===== src/rtl/tlc_demand_scheduler_pkg.sv =====
// Shared definitions for the traffic-light controller blocks:
// state encodings, one-hot lamp codes {RED,YELLOW,GREEN} and road directions.
package tlc_demand_scheduler_pkg;

  localparam logic [2:0] ST_ALLRED    = 3'd0;
  localparam logic [2:0] ST_NS_GREEN  = 3'd1;
  localparam logic [2:0] ST_NS_YELLOW = 3'd2;
  localparam logic [2:0] ST_EW_GREEN  = 3'd3;
  localparam logic [2:0] ST_EW_YELLOW = 3'd4;
  localparam logic [2:0] ST_WALK      = 3'd5;

  localparam logic [2:0] LAMP_RED    = 3'b100;
  localparam logic [2:0] LAMP_YELLOW = 3'b010;
  localparam logic [2:0] LAMP_GREEN  = 3'b001;

  localparam logic DIR_NS = 1'b0;
  localparam logic DIR_EW = 1'b1;

  // Lamp shown by one road in a given state; anything not owned by that road is red.
  function automatic logic [2:0] road_lamp(input logic [2:0] st, input logic dir);
    logic [2:0] lamp;
    lamp = LAMP_RED;
    if (dir == DIR_NS) begin
      if (st == ST_NS_GREEN)  lamp = LAMP_GREEN;
      if (st == ST_NS_YELLOW) lamp = LAMP_YELLOW;
    end else begin
      if (st == ST_EW_GREEN)  lamp = LAMP_GREEN;
      if (st == ST_EW_YELLOW) lamp = LAMP_YELLOW;
    end
    return lamp;
  endfunction

endpackage


===== src/rtl/tlc_demand_scheduler_timer.sv =====
// Phase timer: counts cycles spent in the current phase, cleared on every
// phase change and saturating at all-ones so a resting green never wraps.
module tlc_phase_timer #(
  parameter int CNT_W = 4
) (
  input  logic             clk,
  input  logic             reset,
  input  logic             clear,
  output logic [CNT_W-1:0] count
);

  always_ff @(posedge clk) begin
    if (!reset || clear) begin
      count <= '0;
    end else if (count != {CNT_W{1'b1}}) begin
      count <= count + 1'b1;
    end
  end

endmodule


===== src/rtl/tlc_demand_scheduler.sv =====
// Demand-actuated phase scheduler for a two-road intersection with a pedestrian
// crossing. Handshake-free: sensors are levels, ped_req may be a single-cycle pulse.
module tlc_demand_scheduler
  import tlc_demand_scheduler_pkg::*;
#(
  parameter int GREEN_MIN = 4,
  parameter int GREEN_MAX = 12,
  parameter int YELLOW_T  = 2,
  parameter int ALLRED_T  = 1,
  parameter int WALK_T    = 3,
  parameter int CNT_W     = 4
) (
  input  logic clk,
  input  logic reset,
  input  logic ew_req,
  input  logic ns_req,
  input  logic ped_req,
  output logic EW_Red,
  output logic EW_Yellow,
  output logic EW_Green,
  output logic NS_Red,
  output logic NS_Yellow,
  output logic NS_Green,
  output logic walk,
  output logic ped_pend
);

  localparam logic [CNT_W-1:0] GMIN_END   = CNT_W'(GREEN_MIN - 1);
  localparam logic [CNT_W-1:0] GMAX_END   = CNT_W'(GREEN_MAX - 1);
  localparam logic [CNT_W-1:0] YELLOW_END = CNT_W'(YELLOW_T - 1);
  localparam logic [CNT_W-1:0] ALLRED_END = CNT_W'(ALLRED_T - 1);
  localparam logic [CNT_W-1:0] WALK_END   = CNT_W'(WALK_T - 1);

  logic [2:0]       state;
  logic [2:0]       state_next;
  logic [CNT_W-1:0] timer;
  logic             next_dir;
  logic             ew_pend;
  logic             ns_pend;
  logic             ped_pend_q;
  logic             changing;
  logic [2:0]       dir_green;

  assign changing  = (state_next != state);
  assign dir_green = (next_dir == DIR_NS) ? ST_NS_GREEN : ST_EW_GREEN;

  tlc_phase_timer #(.CNT_W(CNT_W)) u_timer (
    .clk   (clk),
    .reset (reset),
    .clear (changing),
    .count (timer)
  );

  // A green yields only after its minimum, only when someone else is waiting,
  // and only once its own road is empty or the maximum has run out.
  always_comb begin
    state_next = state;
    case (state)
      ST_ALLRED: begin
        if (timer == ALLRED_END) state_next = ped_pend_q ? ST_WALK : dir_green;
      end
      ST_NS_GREEN: begin
        if (timer >= GMIN_END && (ew_pend || ped_pend_q) && (!ns_req || timer >= GMAX_END))
          state_next = ST_NS_YELLOW;
      end
      ST_NS_YELLOW: begin
        if (timer == YELLOW_END) state_next = ST_ALLRED;
      end
      ST_EW_GREEN: begin
        if (timer >= GMIN_END && (ns_pend || ped_pend_q) && (!ew_req || timer >= GMAX_END))
          state_next = ST_EW_YELLOW;
      end
      ST_EW_YELLOW: begin
        if (timer == YELLOW_END) state_next = ST_ALLRED;
      end
      ST_WALK: begin
        if (timer == WALK_END) state_next = dir_green;
      end
      default: state_next = ST_ALLRED;
    endcase
  end

  always_ff @(posedge clk) begin
    if (!reset) begin
      state    <= ST_ALLRED;
      next_dir <= DIR_NS;
    end else begin
      state <= state_next;
      if (state == ST_NS_YELLOW && state_next == ST_ALLRED) next_dir <= DIR_EW;
      if (state == ST_EW_YELLOW && state_next == ST_ALLRED) next_dir <= DIR_NS;
    end
  end

  // Entering the served state clears a latch even if the request is still present.
  always_ff @(posedge clk) begin
    if (!reset) begin
      ew_pend    <= 1'b0;
      ns_pend    <= 1'b0;
      ped_pend_q <= 1'b0;
    end else begin
      if (changing && state_next == ST_EW_GREEN) ew_pend <= 1'b0;
      else if (ew_req && state != ST_EW_GREEN)   ew_pend <= 1'b1;

      if (changing && state_next == ST_NS_GREEN) ns_pend <= 1'b0;
      else if (ns_req && state != ST_NS_GREEN)   ns_pend <= 1'b1;

      if (changing && state_next == ST_WALK) ped_pend_q <= 1'b0;
      else if (ped_req)                      ped_pend_q <= 1'b1;
    end
  end

  assign {EW_Red, EW_Yellow, EW_Green} = road_lamp(state, DIR_EW);
  assign {NS_Red, NS_Yellow, NS_Green} = road_lamp(state, DIR_NS);
  assign walk     = (state == ST_WALK);
  assign ped_pend = ped_pend_q;

endmodule

===== config.mk =====
export PLATFORM = sky130hd
export DESIGN_NAME = tlc_demand_scheduler
export DESIGN_NICKNAME = d
export VERILOG_FILES = /design/src/rtl/tlc_demand_scheduler_pkg.sv /design/src/rtl/tlc_demand_scheduler_timer.sv /design/src/rtl/tlc_demand_scheduler.sv
export SDC_FILE = /design/constraint.sdc
export NUM_CORES = 1
export LEC_CHECK = 0
export CAP_MARGIN = 20
export CORE_ASPECT_RATIO = 0.8
export CORE_UTILIZATION = 45
export CTS_CLUSTER_DIAMETER = 200
export DETAILED_ROUTE_END_ITERATION = 8
export PLACE_DENSITY = 0.77
export SYNTH_ARGS = -nofsm -noshare
export SYNTH_HDL_FRONTEND = slang
export SYNTH_SLANG_ARGS = --single-unit

===== constraint.sdc =====
create_clock -name clk -period 1.7 [get_ports clk]
set_input_delay 0.255 -clock clk [delete_from_list [all_inputs] [get_ports clk]]
set_output_delay 0.255 -clock clk [all_outputs]
set_load 0.02 [all_outputs]

### Word-level counts from Yosys, hierarchy flattened

Cells that the tools add are included.

* logic and storage cells: 63
* output and inout bits: 8
* register bits: 11
* input bits: 5

* $lt $le $gt $ge: 2
* eq/ne operators: 14
* bitwise operators: 1
* multiplexer cells: 12
* reductions and logical operators: 27
* add/subtract/negate cells: 1

Operators by type and width (count)
* $mux 3: 10
* $pmux 3 s5: 1
* $logic_and 1x1->1: 11
* $reduce_or 2->1: 5
* $eq 3x2->1 const B: 3
* $eq 3x3->1 const B: 3
* $eq 3x1->1 const B: 2
* $logic_not 3->1: 2
* $logic_or 1x1->1: 5
* $add 4x1->4 const B: 1
* $eq 4x1->1 const B: 1
* $eq 4x2->1 const B: 1
* $ge 4x2->1 const B: 1
* $ge 4x4->1 const B: 1
* $logic_not 4->1: 1
* $ne 4x4->1 const B: 1
* $logic_not 1->1: 3
* $ne 3x1->1 const B: 1
* $ne 3x2->1 const B: 1
* $ne 3x3->1: 1
* $mux 2: 1
* $not 1->1: 1

### Depth between registers and ports, before layout

Gate-level depths: netlist of the first run.

* depth after elaboration: 8
* depth in mapped cells: 7
* gate-level depth less buffers: 7

### Cells and area by module

From an unflattened synthesis of the first run, not the netlist that was laid out.

* cells, all modules: 90
* area, all modules: 764.5 µm²

By module, submodules not included
* tlc_demand_scheduler: area an instance 568.0 µm², cells each 71, seq. area each 140.1 µm², times used 1
* tlc_phase_timer: area an instance 196.4 µm², cells each 19, seq. area each 80.1 µm², times used 1

### Worst setup path before layout of the first run

Ideal clock, no wire load.

* path type: reg2reg
* start point: register u_timer.count[0]
* end point: register ns_pend
* library setup time: 138 ps
* arrival time: 1600 ps
* slack: -38 ps
* period minus slack after synthesis: 1738 ps
* path buffers: 0
* data required time: 1562 ps
* cell stages (with the launch flop): 7
* path through: dfxtp_1 ha_1 nor3b_1 o22ai_1 a2111oi_2 o21a_1 a311oi_2

* longest elaborated chain between the ends: 8
* elaborated cells on any way between the ends: 21
* those cells by class: 2 x order compare; 4 x eq/ne; 6 x mux; 9 x reduce/logical

Ends and longest elaborated chain
* from (decl): line tlc_demand_scheduler_timer.sv:9 `output logic [CNT_W-1:0] count`
* from (signal assigned): line tlc_demand_scheduler_timer.sv:16 `count <= count + 1'b1;`
* $ge 4x2->1 or $ge 4x4->1 (tied branches): line tlc_demand_scheduler.sv:63, tlc_demand_scheduler.sv:70
* $logic_and 1x1->1, or another cell as far along: line tlc_demand_scheduler.sv:70 `if (timer >= GMIN_END && (ns_pend || ped_pend_q) && (!ew_req || timer >= GMAX_END))`
* $logic_and 1x1->1, on equally long branches: line tlc_demand_scheduler.sv:70, tlc_demand_scheduler.sv:63
* $mux 3, on equally long branches: line tlc_demand_scheduler.sv:70, tlc_demand_scheduler.sv:63
* $pmux 3 s5 (*): line tlc_demand_scheduler.sv:58 `case (state)`
* $ne 3x3->1 or $eq 3x1->1 (tied branches): line tlc_demand_scheduler.sv:44, tlc_demand_scheduler.sv:104
* $logic_and 1x1->1 (*): line tlc_demand_scheduler.sv:104 `if (changing && state_next == ST_NS_GREEN) ns_pend <= 1'b0;`
* $reduce_or 2->1 (no source line) (*)
* to (signal assigned): line tlc_demand_scheduler.sv:98 `ns_pend <= 1'b0;`
* to (signal assigned): line tlc_demand_scheduler.sv:104
* to (signal assigned): line tlc_demand_scheduler.sv:105 `else if (ns_req && state != ST_NS_GREEN) ns_pend <= 1'b1;`
* to (decl): line tlc_demand_scheduler.sv:39 `logic ns_pend;`

Every way passes the cells marked *; elsewhere a longest branch is shown, timed or not.
A chain may end at the register's enable or synchronous reset.

### Final worst setup path of the first run

Same ends and word-level chain as after synthesis.

==> results of run 1 <==
cell usage in the layout (no fill, tap or decap), types with 2 or more instances in the layout:
cell type,n
ha_1,2
ha_4,2
nor3_2,3
clkbuf_4,3
nor2_1,9
o21ai_0,3
inv_1,8
a21oi_1,4
nand3_1,4
and3_1,2
nor3b_4,2
clkbuf_2,4
dfxtp_2,4
clkdlybuf4s50_1,5
nand3b_1,2
buf_4,24
buf_2,2
dfxtp_1,5
dfxtp_4,2
nor3_1,3
worst max-delay path, delay by kind of cell, from the launching register on:
family / cells / cell delay, ns
compound gates: 4 / 0.83
fa+ha+maj: 1 / 0.17
buf+inv: 1 / 0.12
flops: 1 / 0.37
simple gates: 1 / 0.19
per-layer routing:
| layer | vias up | part of all wire, % | global-route usage [%] |
|---|---|---|---|
| met3 | 23 | 6.6 | 8.962 |
| li1 | 402 | - | - |
| met1 | 433 | 41 | 36.80 |
| met2 | 57 | 45 | 53.08 |
| met5 | - | 0 | 0 |
| met4 | 0 | 6.9 | 23.61 |
synth_stat cells (2+ instances only):
cell / n / area share [%]
nand3_1: 4 / 2.7
ha_1: 4 / 6.7
a2111oi_2: 2 / 4.0
nand2_1: 2 / 1.0
inv_1: 10 / 5.0
nand3b_1: 2 / 2.0
o21ai_0: 3 / 2.0
dfxtp_1: 11 / 29
a21oi_1: 4 / 2.7
and3_1: 3 / 2.5
nor2_1: 9 / 4.5
nor3_1: 6 / 4.0
cell type report:
cell class	instances	area [µm²]
well taps	21	26.28
inverters	10	40.04
fillers	90	250.2
multi-input cells	64	615.6
repair buffers	37	280.3
flip-flops and latches	11	232.7
clock buffers	4	26.28
per-stage QoR:
stage / area, µm² / hold slack (ns) / utilization, % / setup slack (ns) / setup TNS, ns
final: 1221 / 0.5414 / 82.99 / -0.1291 / -0.5634
after global routing: 1221 / 0.5657 / 82.99 / -0.2192 / -0.9982
after CTS: 1155 / 0.5236 / 78.49 / -0.06066 / -0.2754
after detailed placement: 1005 / 0.5045 / 68.28 / -0.2111 / -1.287
after global placement: 1005 / 0.4991 / 68.28 / -0.1495 / -0.8799
after floorplan: 754.5 / 0.3907 / - / -0.002745 / -0.006479
power groups by stage:
stage	logic, µW	clock network, µW	registers, µW
after floorplan	441	0	400
after global placement	774	0	391
after detailed placement	808	0	400
after CTS	957	192	429
after global routing	1190	194	447
final	1140	188	440
logic make-up (layout without fill, tap and decap cells):
family,after synthesis,after routing
multiplexers,2,2
AND/OR/NAND/NOR,36,36
adder cells (fa/ha/maj),5,5
XOR/XNOR,1,1
AO/OA/AOI/OAI,20,20
buffers and inverters,12,51
flip-flops,11,11
state kept, by name, indices dropped and copies added (netlist names):
| name | count |
|---|---|
| state | 3 |
| next_dir | 1 |
| u_timer.count | 4 |
| ew_pend | 1 |
| ns_pend | 1 |
| ped_pend | 1 |
final timing paths:
check / slack, ns / cells past startpoint / to / startpoint
worst min-delay path: 0.54 / 2 / ew_pend / ew_pend
worst max register to register: -0.13 / 7 / ns_pend / u_timer.count[0]
worst max-delay path: -0.13 / 7 / ns_pend / u_timer.count[0]
worst min register to register: 0.54 / 2 / ew_pend / ew_pend
repair_timing:
action,in CTS,in global routing
hold buffers,0,0
gates resized for setup,36,17
pin swaps,8,9
buffers inserted,6,5
endpoints found under the setup margin,14,14
==> flow_summary.yaml, run 1 <==
clock_tree:
  cts_tree: "done"
  cts_buffers: 3
  cts_max_level: 1
  clock_path_buffers: 2
  insertion_delay_ns: 0.28
  clk_pin_slew_ns: 0.07
  clock_sinks: 11
  cts-root-buf: "clkbuf_4"
setup_path:
  worstPathRequired_ns: 1.86
  worstPathMaxFanout: 4
  slowest_stage: "a2111oi_2"
  end_kind: "flop"
  critPathArrivalTime_ns: 1.99
  slowest_delay_ns: 0.46
  startpoint_type: "flop"
  path_class: "reg -> reg"
  worstPathCellList: "ha_4 > buf_6 > nor3b_4 > o22ai_2 > a2111oi_2 > o21a_1 > a311oi_2"
synth:
  synth-edff-count: 0
  synth-compound-area-share_pct: 22.78
  yosys.area_share.xor_xnor_pct: 1.173
  synthMuxAreaShare_pct: 2.848
  synth_fp_nets: 96
  synth_top_family_by_area: "simple AND/OR/NAND/NOR gates"
  synth_cell_type_count: 39
  synth-adder-area-share_pct: 8.208
  synth_seq_cells: 11
  syn_area_per_cell_um2: 8.586
  synthFlopType: "dfxtp_1"
  yosysSeqAreaShare_pct: 29.48
  syn_inst: 87
  async_reset_ff_share_pct: 0
  synth_area_um2: 747.0
  synth-simple-area-share_pct: 28.31
  yosys_warnings: 0
flow_run:
  cap_violations: 0
global_routing:
  overflow: 0
  grt_max_degree: 8
  grt_usage_pct: 32.94
  grt_first_pass_wirelength_mm: 3.926
  grt_pass1_vias: 848
  antenna_found_initial: 0
timing:
  setup_ws_ns: -0.1291
  rsz0062_at_grt: "yes"
  maxSlewViolCount: 0
  fin_skew_ns: 0.007119
  max_freq_ghz: 0.5467
  tightest_slew_ns: 0.4484
  hold_viol: 0
  final-setup-viol-count: 8
  finalCriticalPeriod_ns: 1.829
  maxSlewHeadroom_pct: 69.87
  period_share_pct: 107.6
route:
  drtPass1Iterations: 4
  routedWlPerCell_um: 19.49
  drt_iter0_drc: 28
  via_count: 915
  vias_per_cell: 6.224
  ant_nets: 0
  wirelength_mm: 2.865
  drcViolationCount: 0
die:
  coreArea_mm2: 0.001471
  die-area_mm2: 0.001828
  rows: 12
  die_h_um: 38.44
  ios: 13
  start_util_pct: 50.77
  fp.dieW_um: 47.55
power:
  netSwitchingFraction_pct: 43.76
  p_clk_share_pct: 10.6
  seq_power_share_pct: 24.9
  p_sw_uw: 771.9
  total_power_uw: 1764
  p_per_area_mw_per_mm2: 1444
  p_int_uw: 992.0
  leakagePower_uw: 0.0005214
  pwr-share-comb_pct: 64.4
  vdd_drop_max_uv: 1015
placement:
  place_inst: 134
  gp_congestion: 0.9025
  dp_hpwl_mm: 1.620
  portBuffers: 12
min_path:
  min_path_type: "reg -> reg"
run_status:
  status: "finished with violations"
  violations: "negative setup slack"
cells_and_area:
  diodes: 0
  nNetsFinal: 136
  syn_to_final_growth_pct: 63.48
  fin_cells: 147
  drive_gt1_share_pct: 53.97
(Power assumes the default switching activity.)
==> run 2, diff against run 1 <==
Settings changed: GPL_ROUTABILITY_DRIVEN from default to 0.
==> results of run 2 <==
Same layout as run 1: the final DEF is identical, and so are final timing and power.
==> run 3, diff against run 2 <==
Settings changed: SLEW_MARGIN from default to 20.
==> results of run 3 <==
Same layout as run 1: the final DEF is identical, and so are final timing and power.
==> RTL change 1 (settings of run 2) <==
`CNT_W` is set to 4 in 2 places; all go to 6.
--- a/src/rtl/tlc_demand_scheduler_timer.sv
+++ b/src/rtl/tlc_demand_scheduler_timer.sv
@@ -2,5 +2,5 @@
 // phase change and saturating at all-ones so a resting green never wraps.
 module tlc_phase_timer #(
-  parameter int CNT_W = 4
+  parameter int CNT_W = 6
 ) (
   input  logic             clk,
--- a/src/rtl/tlc_demand_scheduler.sv
+++ b/src/rtl/tlc_demand_scheduler.sv
@@ -9,5 +9,5 @@
   parameter int ALLRED_T  = 1,
   parameter int WALK_T    = 3,
-  parameter int CNT_W     = 4
+  parameter int CNT_W     = 6
 ) (
   input  logic clk,
Formal check against the unedited RTL: same outputs for any inputs over 10 cycles, from zero or initial values and one cycle with reset low; that may be too few to reach the edited logic, so the function may still have changed.
==> RTL change 1 against run 2 <==
  * The flow still finishes with violations (negative setup slack)
  * Wire length increased by 13%
  * Highest routed layer unchanged
  * Area after synthesis is 27% higher
  * Cell area increased by 18%
  * Sequential cell count increased by 2
  * Largest cell class unchanged
  * Total power up 6.1%
  * Worst setup slack lost 34 ps
  * Critical path type unchanged
  * Synthesized cell count is 31% higher
  * Non-clock buffer count is 7 higher
  * Fmax decreased by 1.8%
==> RTL change 1: results (changes against run 2) <==
The final hold slack is 543.3 ps (was 541.4 ps), and the non-filler instance count after layout is 180 (was 147). For the arrival time of the worst setup path, the log shows 2080 ps (was 1990 ps). The minimum setup slack after placement was -192.4 ps (was -211.1 ps); the global-route total usage across every layer was 30.13% (was 32.94%). The tools report the total wire length after detailed routing as 3232 um (was 2865 um). Reported leakage power: 0.6056 nW (was 0.5214 nW).

The HPWL reported at the end of detailed placement was 2228 um (was 1620 um); the fraction of final layout cells sized beyond drive strength 1 was 48.72% (was 53.97%). The logs give 1354 um (was 1187 um) for the routed metal-1 wire length and 44.00% (was 53.08%) for the met2 track demand over resource. The tools report the final critical-path setup slack as -163.4 ps (was -129.1 ps). Cells taking the most area after synthesis: sky130_fd_sc_hd__dfxtp_1 (27%), sky130_fd_sc_hd__ha_1 (6.6%), sky130_fd_sc_hd__a21oi_1 (5.8%) (was sky130_fd_sc_hd__dfxtp_1 (29%), sky130_fd_sc_hd__ha_1 (6.7%), sky130_fd_sc_hd__inv_1 (5.0%)).

The logs give 1018 (was 848) for the number of global-route vias before repair and 0.0009457 V (was 0.001015 V) for the worst ir drop on vdd. Final count of negative-setup-slack endpoints: 10 (was 8). The sum of met2 wire segment lengths after detailed routing came out at 1508 um (was 1291 um). The tools report the fraction of the yosys area taken by sequential cells as 27.44% (was 29.48%).

Path category of the worst min-delay check: reg2reg (unchanged). For the fraction of met3 tracks used by global routing, the log shows 5.376% (was 8.962%). Violated checks: negative setup slack (unchanged). The synthesized area per cell is 8.319 um2 (was 8.586 um2), and the met3 wire length is 287 um (was 189 um). Leading registers by flop count: u_timer.count (6), state (3) (was u_timer.count (4), state (3)). Distinct cell type count of the synthesized netlist: 41 (was 39).

The logs give 52 (was 28) for the iteration-0 DRC count of the detailed router and 3.533 ps (was 7.119 ps) for the clock skew after layout. The flow ran to the end, but the final reports show violations. The tools report the final net count as 167 (was 136). The number of placed instances with taps included was 173 (was 134); the maximum fanout encountered on the critical timing path was 5 (was 4). The detail-routed via count per cell was 6.028 (was 6.224); the global-route wire length before repair was 4761 um (was 3926 um). The logs give 124 (was 96) for the net count of the mapped netlist and 1315 um2 (was 1005 um2) for the cell area after placement. The cell with the biggest individual delay on the critical path is sky130_fd_sc_hd__or4b_4 (was sky130_fd_sc_hd__a2111oi_2).

The tools report the met1 capacity usage during global routing as 41.39% (was 36.80%).
RTL change 1: area by class of cell:
| class | instances | area, um2 |
|---|---|---|
| clock buffer | 4 | 26.28 |
| fill | 144 | 489.2 |
| inverter | 9 | 38.79 |
| multi-input combinational | 86 | 723.2 |
| sequential | 13 | 274.0 |
| tap | 24 | 30.03 |
| timing repair buffer | 44 | 345.3 |
RTL change 1: power by group:
| part | internal, mW | switching, mW |
|---|---|---|
| registers | 0.386 | 0.0974 |
| logic | 0.576 | 0.610 |
| clock network | 0.0913 | 0.110 |
| total | 1.05 | 0.818 |
RTL change 1: final timing paths:
path / start / to / depth (start not counted)
setup / recovery: u_timer.count[1]$_SDFFE_PP0P_ / ns_pend$_SDFFE_PP0P_ / 7
hold / removal: next_dir$_SDFFE_PP0P_ / next_dir$_SDFFE_PP0P_ / 2
hold reg to reg: next_dir$_SDFFE_PP0P_ / next_dir$_SDFFE_PP0P_ / 2
setup reg to reg: u_timer.count[1]$_SDFFE_PP0P_ / ns_pend$_SDFFE_PP0P_ / 7
RTL change 1: repair_timing:
item,CTS,global route
setup endpoints to repair,17,15
gates cloned,0,0
pin swaps,7,5
gates resized for setup,19,14
buffers inserted,0,3
endpoints found under the hold margin,0,0
RTL change 1: logic make-up (layout without fill, tap and decap cells):
| family | count (synthesis) | count (layout) | synth area share (%) |
|---|---|---|---|
| adder cells (fa/ha/maj) | 5 | 5 | 6.596 |
| AO/OA/AOI/OAI | 28 | 28 | 22.16 |
| AND/OR/NAND/NOR | 48 | 48 | 29.95 |
| multiplexers | 2 | 2 | 2.111 |
| XOR/XNOR | 3 | 3 | 2.771 |
| flip-flops | 13 | 13 | 27.44 |
| buffers and inverters | 15 | 57 | 8.970 |
==> RTL change 2 (config.mk and constraints of run 2) <==
Made on the original files. Make the reset (`reset`) asynchronous in 2 clocked blocks.
--- a/src/rtl/tlc_demand_scheduler.sv
+++ b/src/rtl/tlc_demand_scheduler.sv
@@ -81,5 +81,5 @@
   end
 
-  always_ff @(posedge clk) begin
+  always_ff @(posedge clk or negedge reset) begin
     if (!reset) begin
       state    <= ST_ALLRED;
@@ -93,5 +93,5 @@
 
   // Entering the served state clears a latch even if the request is still present.
-  always_ff @(posedge clk) begin
+  always_ff @(posedge clk or negedge reset) begin
     if (!reset) begin
       ew_pend    <= 1'b0;
Formal check against the unedited RTL: differs if reset is asserted again (counterexample within 4 cycles, from zero or initial values and one cycle with reset low); with reset held inactive, the same outputs for 10 cycles.
==> RTL change 2 against run 2 <==
  * The flow still finishes with violations (negative setup slack)
  * Wire length is 13% lower
  * Global-route usage fell by 5.6 points
  * Total power up 20%
  * Critical path depth is the same
  * Worst setup slack got worse by 36 ps
  * Sequential cell count is the same
  * Area after synthesis grew 7.4%
  * Sequential power grew 18%
  * Synthesized cell count increased by 3.4%
  * Cell area is 12% higher
  * Highest routed layer unchanged
==> RTL change 2: results (changes against run 2) <==
The fraction of the yosys area taken by sequential cells is 31.83% (was 29.48%). The fraction of standard cell area that is sequential works out to 19.47% (was 19.06%). Global-route total usage across every layer: 27.38% (was 32.94%).

The detail-routed via count per cell is 5.838 (was 6.224), and the power dissipated in combinational cells is 1.42 mW (was 1.14 mW). Met2 track demand over resource: 49.32% (was 53.08%). The final critical-path setup slack is -165.4 ps (was -129.1 ps).

Most frequent cells after synthesis: sky130_fd_sc_hd__inv_1 (8), sky130_fd_sc_hd__nor2_1 (8), sky130_fd_sc_hd__dfrtp_1 (7) (was sky130_fd_sc_hd__dfxtp_1 (11), sky130_fd_sc_hd__inv_1 (10), sky130_fd_sc_hd__nor2_1 (9)). The net count of the mapped netlist is 99 (was 96), and the non-clock buffer total of the final layout is 47 (was 37). The run gives 148 (was 136) as the final net count.

The run finished, with violations left. The fraction of area in non-clock buffers is 27.36% (was 22.95%). Violated checks: negative setup slack (unchanged). The tools report the HPWL reported at the end of detailed placement as 1655 um (was 1620 um). The tools report the cell area after placement as 1155 um2 (was 1005 um2). The multi-input combinational area share came out at 46.65% (was 50.41%). The fraction of final layout cells sized beyond drive strength 1 works out to 55.80% (was 53.97%). For the pin count of the biggest net entering global routing, the log shows 10 (was 8).

The tools report the reported leakage power as 0.5934 nW (was 0.5214 nW). Cells taking the most area after synthesis: sky130_fd_sc_hd__dfrtp_1 (22%), sky130_fd_sc_hd__dfxtp_1 (10%), sky130_fd_sc_hd__ha_1 (6.2%) (was sky130_fd_sc_hd__dfxtp_1 (29%), sky130_fd_sc_hd__ha_1 (6.7%), sky130_fd_sc_hd__inv_1 (5.0%)). The tools report the relative contribution of sequential cells to total power as 24.5% (was 24.9%). Worst flop-to-flop path endpoint: next_dir$_DFFE_PN0P_ (was ns_pend$_SDFFE_PP0P_). The run gives 7 (was 8) as the final count of negative-setup-slack endpoints. The sum of met2 wire segment lengths after detailed routing is 1167 um (was 1291 um).
-- RTL change 2: cell count changes in the layout (fill, tap and decap cells not counted), sizes merged, moves of 3 or more --
cell | run 2 | this run
buf | 27 | 39
nand2 | 2 | 6
dfxtp | 11 | 4
a21oi | 4 | 1
dfrtp | 0 | 7
-- RTL change 2: critical path, stage by stage (launching register included) --
cell	delay, ps
sky130_fd_sc_hd__dfrtp_1	440
sky130_fd_sc_hd__buf_4	160
sky130_fd_sc_hd__and3_4	180
sky130_fd_sc_hd__o2111ai_4	200
sky130_fd_sc_hd__o31a_1	230
sky130_fd_sc_hd__o211ai_2	140
sky130_fd_sc_hd__o31a_1	270
sky130_fd_sc_hd__a221oi_2	160
-- RTL change 2: worst min path at each step --
stage	start	endpoint	slack, ps	cells after the start
final	reset	next_dir$_DFFE_PN0P_	390	2
after global routing	reset	next_dir$_DFFE_PN0P_	400	2
after global placement	u_timer.count[1]$_SDFFE_PP0P_	u_timer.count[1]$_SDFFE_PP0P_	540	2
after detailed placement	u_timer.count[0]$_SDFFE_PP0P_	u_timer.count[0]$_SDFFE_PP0P_	560	2
after floorplan	reset	ew_pend$_DFFE_PN0P_	-40	0
after CTS	reset	state[1]$_DFF_PN0_	400	2
-- RTL change 2: repair_timing --
item                       CTS  global route
buffers inserted             9             6
pin swaps                   13            12
hold endpoints to repair     0             0
hold buffers                 0             0
gates resized for setup     41            11
setup endpoints to repair   15            14
-- RTL change 2: cell families after synthesis --
group / after synthesis / share of synthesized area, %
compound gates: 22 / 22.46
xor+xnor: 1 / 1.092
fa+ha+maj: 5 / 7.644
buf+inv: 11 / 7.020
flops: 11 / 31.83
mux: 1 / 1.248
simple gates: 39 / 28.71
